===== src/rtl/bb_slice_feeder.sv =====
// Bit-blade slice feeder: serialises an 8-bit act/wgt vector pair into 2-bit slice-pair beats.
// Optional zero-slice skipping is enabled with `define BB_SKIP_ZERO_EN.
module bb_slice_feeder #(
  parameter int LANES = 16
) (
  input  logic                 clk,
  input  logic                 rst_n,
  input  logic                 in_valid,
  output logic                 in_ready,
  input  logic [8*LANES-1:0]   act,
  input  logic [8*LANES-1:0]   wgt,
  input  logic                 flush,
  output logic                 out_valid,
  input  logic                 out_ready,
  output logic [2*LANES-1:0]   in1,
  output logic [2*LANES-1:0]   in2,
  output logic [2:0]           shift,
  output logic                 first,
  output logic                 last,
  output logic                 busy
);

  typedef enum logic {IDLE, RUN} state_t;

  state_t               state_q, state_d;
  logic [8*LANES-1:0]   act_q, act_d, wgt_q, wgt_d;
  logic [3:0]           k_q, k_d;
  logic [2:0]           shift_q, shift_d;
  logic                 first_q, first_d, last_q, last_d;
  logic                 out_valid_q, out_valid_d, in_ready_q, in_ready_d, busy_q, busy_d;
  logic                 go_idle;

  function automatic logic [2:0] pair_shift(input logic [3:0] k);
    return {1'b0, k[3:2]} + {1'b0, k[1:0]};
  endfunction

`ifdef BB_SKIP_ZERO_EN
  logic [15:0] mask_q, mask_d;
  logic        zero_q, zero_d;
  logic [4:0]  nxt_k, aft_k;

  // Bit k=4i+j set when act slice i and wgt slice j are both nonzero in some lane.
  function automatic logic [15:0] pair_mask(input logic [8*LANES-1:0] a, input logic [8*LANES-1:0] w);
    logic [3:0]  anz;
    logic [3:0]  wnz;
    logic [15:0] m;
    anz = '0;
    wnz = '0;
    for (int s = 0; s < 4; s++) begin
      for (int e = 0; e < LANES; e++) begin
        anz[s] = anz[s] | (|a[8*e+2*s +: 2]);
        wnz[s] = wnz[s] | (|w[8*e+2*s +: 2]);
      end
    end
    for (int p = 0; p < 16; p++) m[p] = anz[p/4] & wnz[p%4];
    return m;
  endfunction

  // Lowest set bit at or above 'from'; 16 when none remain.
  function automatic logic [4:0] next_pair(input logic [15:0] m, input logic [4:0] from);
    logic [4:0] r;
    r = 5'd16;
    for (int b = 15; b >= 0; b--) begin
      if (m[b] && (5'(b) >= from)) r = 5'(b);
    end
    return r;
  endfunction
`endif

  always_comb begin
    state_d     = state_q;
    act_d       = act_q;
    wgt_d       = wgt_q;
    k_d         = k_q;
    shift_d     = shift_q;
    first_d     = first_q;
    last_d      = last_q;
    out_valid_d = out_valid_q;
    in_ready_d  = in_ready_q;
    busy_d      = busy_q;
`ifdef BB_SKIP_ZERO_EN
    mask_d      = mask_q;
    zero_d      = zero_q;
    nxt_k       = 5'd0;
    aft_k       = 5'd0;
`endif
    // Flush outranks both capture and beat advance.
    go_idle = flush | ((state_q == RUN) & out_ready & last_q);

    if (go_idle) begin
      state_d     = IDLE;
      out_valid_d = 1'b0;
      in_ready_d  = 1'b1;
      busy_d      = 1'b0;
      first_d     = 1'b0;
      last_d      = 1'b0;
      k_d         = 4'd0;
      shift_d     = 3'd0;
`ifdef BB_SKIP_ZERO_EN
      zero_d      = 1'b0;
`endif
    end else if (state_q == IDLE) begin
      if (in_valid) begin
        state_d     = RUN;
        act_d       = act;
        wgt_d       = wgt;
        out_valid_d = 1'b1;
        in_ready_d  = 1'b0;
        busy_d      = 1'b1;
        first_d     = 1'b1;
`ifdef BB_SKIP_ZERO_EN
        mask_d  = pair_mask(act, wgt);
        nxt_k   = next_pair(mask_d, 5'd0);
        aft_k   = next_pair(mask_d, nxt_k + 5'd1);
        zero_d  = nxt_k[4];
        k_d     = nxt_k[4] ? 4'd0 : nxt_k[3:0];
        last_d  = aft_k[4];
`else
        k_d     = 4'd0;
        last_d  = 1'b0;
`endif
        shift_d = pair_shift(k_d);
      end
    end else if (out_ready) begin
      first_d = 1'b0;
`ifdef BB_SKIP_ZERO_EN
      nxt_k  = next_pair(mask_q, {1'b0, k_q} + 5'd1);
      aft_k  = next_pair(mask_q, nxt_k + 5'd1);
      k_d    = nxt_k[3:0];
      last_d = aft_k[4];
`else
      k_d    = k_q + 4'd1;
      last_d = (k_q == 4'd14);
`endif
      shift_d = pair_shift(k_d);
    end
  end

  always_ff @(posedge clk or negedge rst_n) begin
    if (!rst_n) begin
      state_q     <= IDLE;
      act_q       <= '0;
      wgt_q       <= '0;
      k_q         <= 4'd0;
      shift_q     <= 3'd0;
      first_q     <= 1'b0;
      last_q      <= 1'b0;
      out_valid_q <= 1'b0;
      in_ready_q  <= 1'b1;
      busy_q      <= 1'b0;
`ifdef BB_SKIP_ZERO_EN
      mask_q      <= '0;
      zero_q      <= 1'b0;
`endif
    end else begin
      state_q     <= state_d;
      act_q       <= act_d;
      wgt_q       <= wgt_d;
      k_q         <= k_d;
      shift_q     <= shift_d;
      first_q     <= first_d;
      last_q      <= last_d;
      out_valid_q <= out_valid_d;
      in_ready_q  <= in_ready_d;
      busy_q      <= busy_d;
`ifdef BB_SKIP_ZERO_EN
      mask_q      <= mask_d;
      zero_q      <= zero_d;
`endif
    end
  end

  genvar gi;
  generate
    for (gi = 0; gi < LANES; gi++) begin : g_lane
      logic [7:0] a_byte, w_byte;
      assign a_byte = act_q[8*gi +: 8];
      assign w_byte = wgt_q[8*gi +: 8];
`ifdef BB_SKIP_ZERO_EN
      assign in1[2*gi +: 2] = zero_q ? 2'b00 : a_byte[{k_q[3:2], 1'b0} +: 2];
      assign in2[2*gi +: 2] = zero_q ? 2'b00 : w_byte[{k_q[1:0], 1'b0} +: 2];
`else
      assign in1[2*gi +: 2] = a_byte[{k_q[3:2], 1'b0} +: 2];
      assign in2[2*gi +: 2] = w_byte[{k_q[1:0], 1'b0} +: 2];
`endif
    end
  endgenerate

  assign in_ready  = in_ready_q;
  assign out_valid = out_valid_q;
  assign shift     = shift_q;
  assign first     = first_q;
  assign last      = last_q;
  assign busy      = busy_q;

endmodule


===== config.mk =====
export PLATFORM = sky130hd
export DESIGN_NAME = bb_slice_feeder
export DESIGN_NICKNAME = d
export VERILOG_FILES = /design/src/rtl/bb_slice_feeder.sv
export SDC_FILE = /design/constraint.sdc
export NUM_CORES = 1
export LEC_CHECK = 0
export CAP_MARGIN = 10
export CORE_MARGIN = 5
export CORE_UTILIZATION = 30
export CTS_CLUSTER_DIAMETER = 80
export DETAILED_ROUTE_END_ITERATION = 6
export PLACE_DENSITY_LB_ADDON = 0.12
export RECOVER_POWER = 100
export REMOVE_ABC_BUFFERS = 1
export SYNTH_ARGS = -nofsm -noshare
export SYNTH_HDL_FRONTEND = slang
export SYNTH_SLANG_ARGS = --single-unit

===== constraint.sdc =====
create_clock -name clk -period 5.3 [get_ports clk]
set_input_delay 0.53 -clock clk [delete_from_list [all_inputs] [get_ports clk]]
set_output_delay 0.53 -clock clk [all_outputs]
set_load 0.1 [all_outputs]

# Yosys cells after proc, flatten, opt, wreduce, memory -nomap -nowiden

Cells that the tools add are included.

Shift operators: 32
$lt $le $gt $ge: 0
Bitwise logic cells: 5
$mul: 0
$add $sub $neg: 2
Div/mod/pow operators: 0
Reductions and logical operators: 5
Equality and inequality tests: 3
Mux-type cells: 23

Operator list:

| cell                                                                     | number |
|---|---|
| 8-bit by 4-bit variable part select with 2-bit output                    | 32 |
| 4-bit two-way mux                                                        | 4 |
| 1-bit two-way mux                                                        | 15 |
| 3-bit two-way mux                                                        | 4 |
| 4-bit by 1-bit adder with 4-bit output (second input constant)           | 1 |
| 4-bit == test (second input constant)                                    | 1 |
| 2-bit AND reduction                                                      | 2 |
| 2-bit by 2-bit adder with 3-bit output                                   | 1 |
| 3-bit by 2-bit inequality test with 1-bit output (second input constant) | 1 |
| 3-bit AND reduction                                                      | 1 |
| 3-bit nonzero test                                                       | 1 |
| 1-bit AND                                                                | 2 |
| 2-bit by 1-bit inequality test with 1-bit output (second input constant) | 1 |
| 1-bit NOT                                                                | 2 |
| 2-bit nonzero test                                                       | 1 |
| 1-bit bitwise OR                                                         | 1 |

Memory bits (writable): 0
Memories kept: 0
Bits in latches: 0
Input bits: 261
Bits in read-only memories: 0
Register bits: 268
Logic and storage cells: 79
Output and inout bits: 72

# Depth between registers and ports, before layout

Depth after elaboration: 5
Depth in mapped cells: 8
Depth with buffers taken out: 7

# Least setup slack after synthesis

No wires, ideal clock.

Path type: register to output
Start point: register k_q[2]
End point: output port in1[0]
Required time: 4.770 ns
Cell stages (with the launch flop): 4
Slack: 3.105 ns
Path buffers: 2
Data arrival time: 1.665 ns
Path through: dfrtp_1 -> buf_2 -> buf_2 -> mux4_2

Cells in the longest elaborated chain, start to end: 1

Ends and longest elaborated chain:

| item                                                  | RTL line | source |
|---|---|---|
| start, declared                                       | 27       | `logic [3:0] k_q, k_d;` |
| start signal, assigned                                | 159      | `k_q <= k_d;` |
| 8-bit by 4-bit variable part select with 2-bit output | 183      | `assign in1[2*gi +: 2] = a_byte[{k_q[3:2], 1'b0} +: 2];` |
| end, declared                                         | 15       | `output logic [2*LANES-1:0] in1,` |

Every way passes these cells.

# Worst setup path in the final report

Start point: register k_q[1]
End point: output port in2[5]

Cells in the longest elaborated chain, start to end: 1

Ends and longest elaborated chain:

| item                                                  | RTL line | source |
|---|---|---|
| 8-bit by 4-bit variable part select with 2-bit output | 184      | `assign in2[2*gi +: 2] = w_byte[{k_q[1:0], 1'b0} +: 2];` |
| end, declared                                         | 16       | `output logic [2*LANES-1:0] in2,` |

Every way passes these cells.

==> key figures <==
Finish
  • Layout Nets: 1267
  • Layout cells sized above 1: 14.8%
  • FILL cells: 3533
  • Area growth, synth to finish: 41.9%
  • Design area: 16500 um2

Floorplanning
  • I/O Pins: 333
  • Die H: 207 um
  • Starting Density: 30.2%
  • CORE AREA: 38500 um2
  • Die area: 42700 um2
  • Die width: 207 um
  • Row cnt: 72

GRT
  • Largest net degree at the start of global routing: 153
  • First-pass GRT wire length: 46400 um
  • Vias in the first global route: 7808
  • Total track usage: 14.1%
  • Antenna violations before repair: 1
  • Overflow after GRT: 0

Route
  • DR vias/cell: 4.55
  • 1st-iter DRT viols: 193
  • Initial DRT Pass Iterations: 4
  • Routed vias: 7022
  • DRC viols: 0
  • Mean routed wirelength per cell: 19.8 um
  • Routed Antenna Nets: 0
  • WL final: 30600 um

Pwr
  • Worst vdd ir: 249 uV
  • Pleak: 6.58 nW
  • PD cells: 405 nW/um2

Critical path
  • Crit-path cells: mux4_2 > dlygate4sd3_1
  • Critical-path maximum fanout: 36
  • Worst setup path startpoint: k_q[1]
  • CP max stage delay: 1630 ps
  • Critical path's slowest cell: dfrtp_1
  • Arr. time, crit path: 3890 ps
  • WP buf/inv: 1
  • Critical path endpoint category: primary output
  • Worst path required time: 4770 ps
  • Start-to-end type of the worst setup path: reg2out
  • Setup crit start kind: flop
  • Cell family with the largest share of critical-path delay: flip-flops
  • Reg2Reg Launch Point: state_q

Yosys
  • Post-synth top area cell: dfrtp_1
  • Ys Warns: 0
  • Flops & latches, synth: 268
  • Mean Syn Cell Area: 17.3 um2
  • Top FF cell, synth: dfrtp_1
  • Sequential share of the synthesized area: 57.8%
  • Count of different cell masters after synthesis: 27
  • Post-Synthesis Cells: 672
  • Post-synth ARST share: 100%
  • Post-synth EDFFs: 0
  • Top cells by area, synth: dfrtp_1, mux2_1, mux4_2
  • Area share of the largest cell type after synthesis: 57.5%
  • Synth cell count leaders: dfrtp_1, mux2_1, mux4_2
  • Most frequent cell after synthesis: dfrtp_1
  • Post-Syn Area: 11600 um2

Timing
  • Setup ws final: 883 ps
  • F_max: 226 MHz
  • Actual slew at the worst max-slew pin: 3630 ps
  • Setup violators final: 0
  • Hold Violations, Final: 0
  • Max-slew violation count: 393
  • Fin crit share: 83.3%
  • Tmin final: 4420 ps
  • Skew final: 9.45 ps
  • Slew HR: -142%
  • RSZ-0062 raised after global routing: false

Place
  • Post-place instance area: 15400 um2
  • Placer Congestion: 0.724
  • DP HPWL: 21200 um
  • IO Port Bufs: 332
  • Place WS: 1830 ps

Clock tree
  • Worst skew pair latency: 510 ps
  • CTS Hold Bufs: 1
  • CTS tree: done
  • Clock buffer count from CTS: 35
  • Post-cts resize count: 0
  • Clock Tree Buf Depth: 3
  • Setup bufs post-CTS: 0
  • Root Driver: clkbuf_16
  • CTS H-tree depth: 2
  • Worst-path clk slew: 50 ps
  • Clock Sinks: 268

Run status
  • Failing checks: capacitance limit, slew limit
  • Status: complete, but fails checks

Job
  • Max_cap viols: 5

Min path
  • Hold wc startpoint: first
  • HP Class: reg2reg
==> cell usage in the layout (no fill, tap or decap), types with 2 or more instances in the layout <==
master           count
a21o_1               2
a21oi_1              4
buf_4                3
clkbuf_1            10
clkbuf_16           37
clkbuf_2             2
clkbuf_8             9
clkdlybuf4s50_1    258
dfrtp_1            265
dfrtp_2              2
dlygate4sd3_1       74
ha_1                 3
inv_1                4
mux2_1             229
mux2_2              28
mux4_2              64
nand2_1              3
nand2b_1             2
nand3_1              2
o21bai_1             2
o2bb2ai_1            5
==> cells by family after synthesis <==
kind of cell               count (synthesis)  synth area share (%)
adders and majority gates                  4                 0.496
AOI/OAI and AO/OA                         16                  1.07
xor gates and xnor gates                   1                0.0754
DFF                                      268                  57.8
buffers and inverters                     51                  2.66
and+or+nand+nor                           11                 0.614
muxes                                    321                  37.3
==> routing by layer <==
| metal | share of wire [%] | wire, um | track usage [%] | vias up |
|---|---|---|---|---|
| met5 | 0.039 | 12 | 0 | - |
| met4 | 1.9 | 576 | 3.66 | 2 |
| met3 | 6.5 | 1990 | 4.00 | 43 |
| met2 | 51 | 15700 | 24.4 | 178 |
| met1 | 40 | 12300 | 17.3 | 3629 |
| li1 | - | - | - | 3170 |
==> metrics by stage <==
| step | total power, mW | std cells | utilization, % | TNS [ps] | hold slack, ps |
|---|---|---|---|---|---|
| final | 6.67 | 1543 | 42.8 | 0 | 470 |
| after global routing | 6.99 | 1542 | 42.8 | 0 | 492 |
| after CTS | 6.84 | 1542 | 43.0 | 0 | 481 |
| after detailed placement | 4.46 | 1482 | 40.0 | 0 | 469 |
| after global placement | 4.45 | 1482 | 40.0 | 0 | 462 |
| after floorplan | 3.88 | 625 | - | -528100 | 234 |
==> final cells by class <==
cell class | count | area [um2] | share of cell area [%]
clock inverters | 3 | 42.5 | 0.258
well taps | 518 | 648 | 3.93
flip-flops and latches | 268 | 6710 | 40.7
repair buffers | 340 | 3400 | 20.6
clock buffers | 56 | 1090 | 6.60
inverters | 4 | 15.0 | 0.0911
multi-input cells | 353 | 4580 | 27.8
diodes | 1 | 2.50 | 0.0152
==> worst reg2reg max path, delay by kind of cell, from the launching register on <==
family,cells,cell delay (ps)
buffers and inverters,1,2510
flip-flops,1,460
multiplexers,1,660
AND/OR/NAND/NOR,1,250
==> report_power, final <==
part           total, mW  leakage (nW)  internal [mW]  switching, mW
Sequential          2.61          3.17           2.43          0.180
Clock               2.31         0.551           1.44          0.866
Combinational       1.76          2.85          0.669           1.09
Total               6.67          6.58           4.54           2.13
==> sequential cells by signal (all words and copies together) (netlist names) <==
register / cells
in_ready: 1
shift: 3
act_q: 128
k_q: 4
state_q: 1
first: 1
out_valid: 1
wgt_q: 128
last: 1
==> path summary, 6_finish.rpt <==
| path | endpoint | slack (ps) | depth (start not counted) |
|---|---|---|---|
| max in group asynchronous | wgt_q[101] | 2780 | 3 |
| worst min-delay path | first | 470 | 1 |
| min in group asynchronous | act_q[66] | 560 | 2 |
| worst min register to register | first | 470 | 1 |
| worst max register to register | wgt_q[77] | 1290 | 3 |
| worst max-delay path | in2[5] | 880 | 2 |
Note: power is estimated with default switching activity, not from simulation.
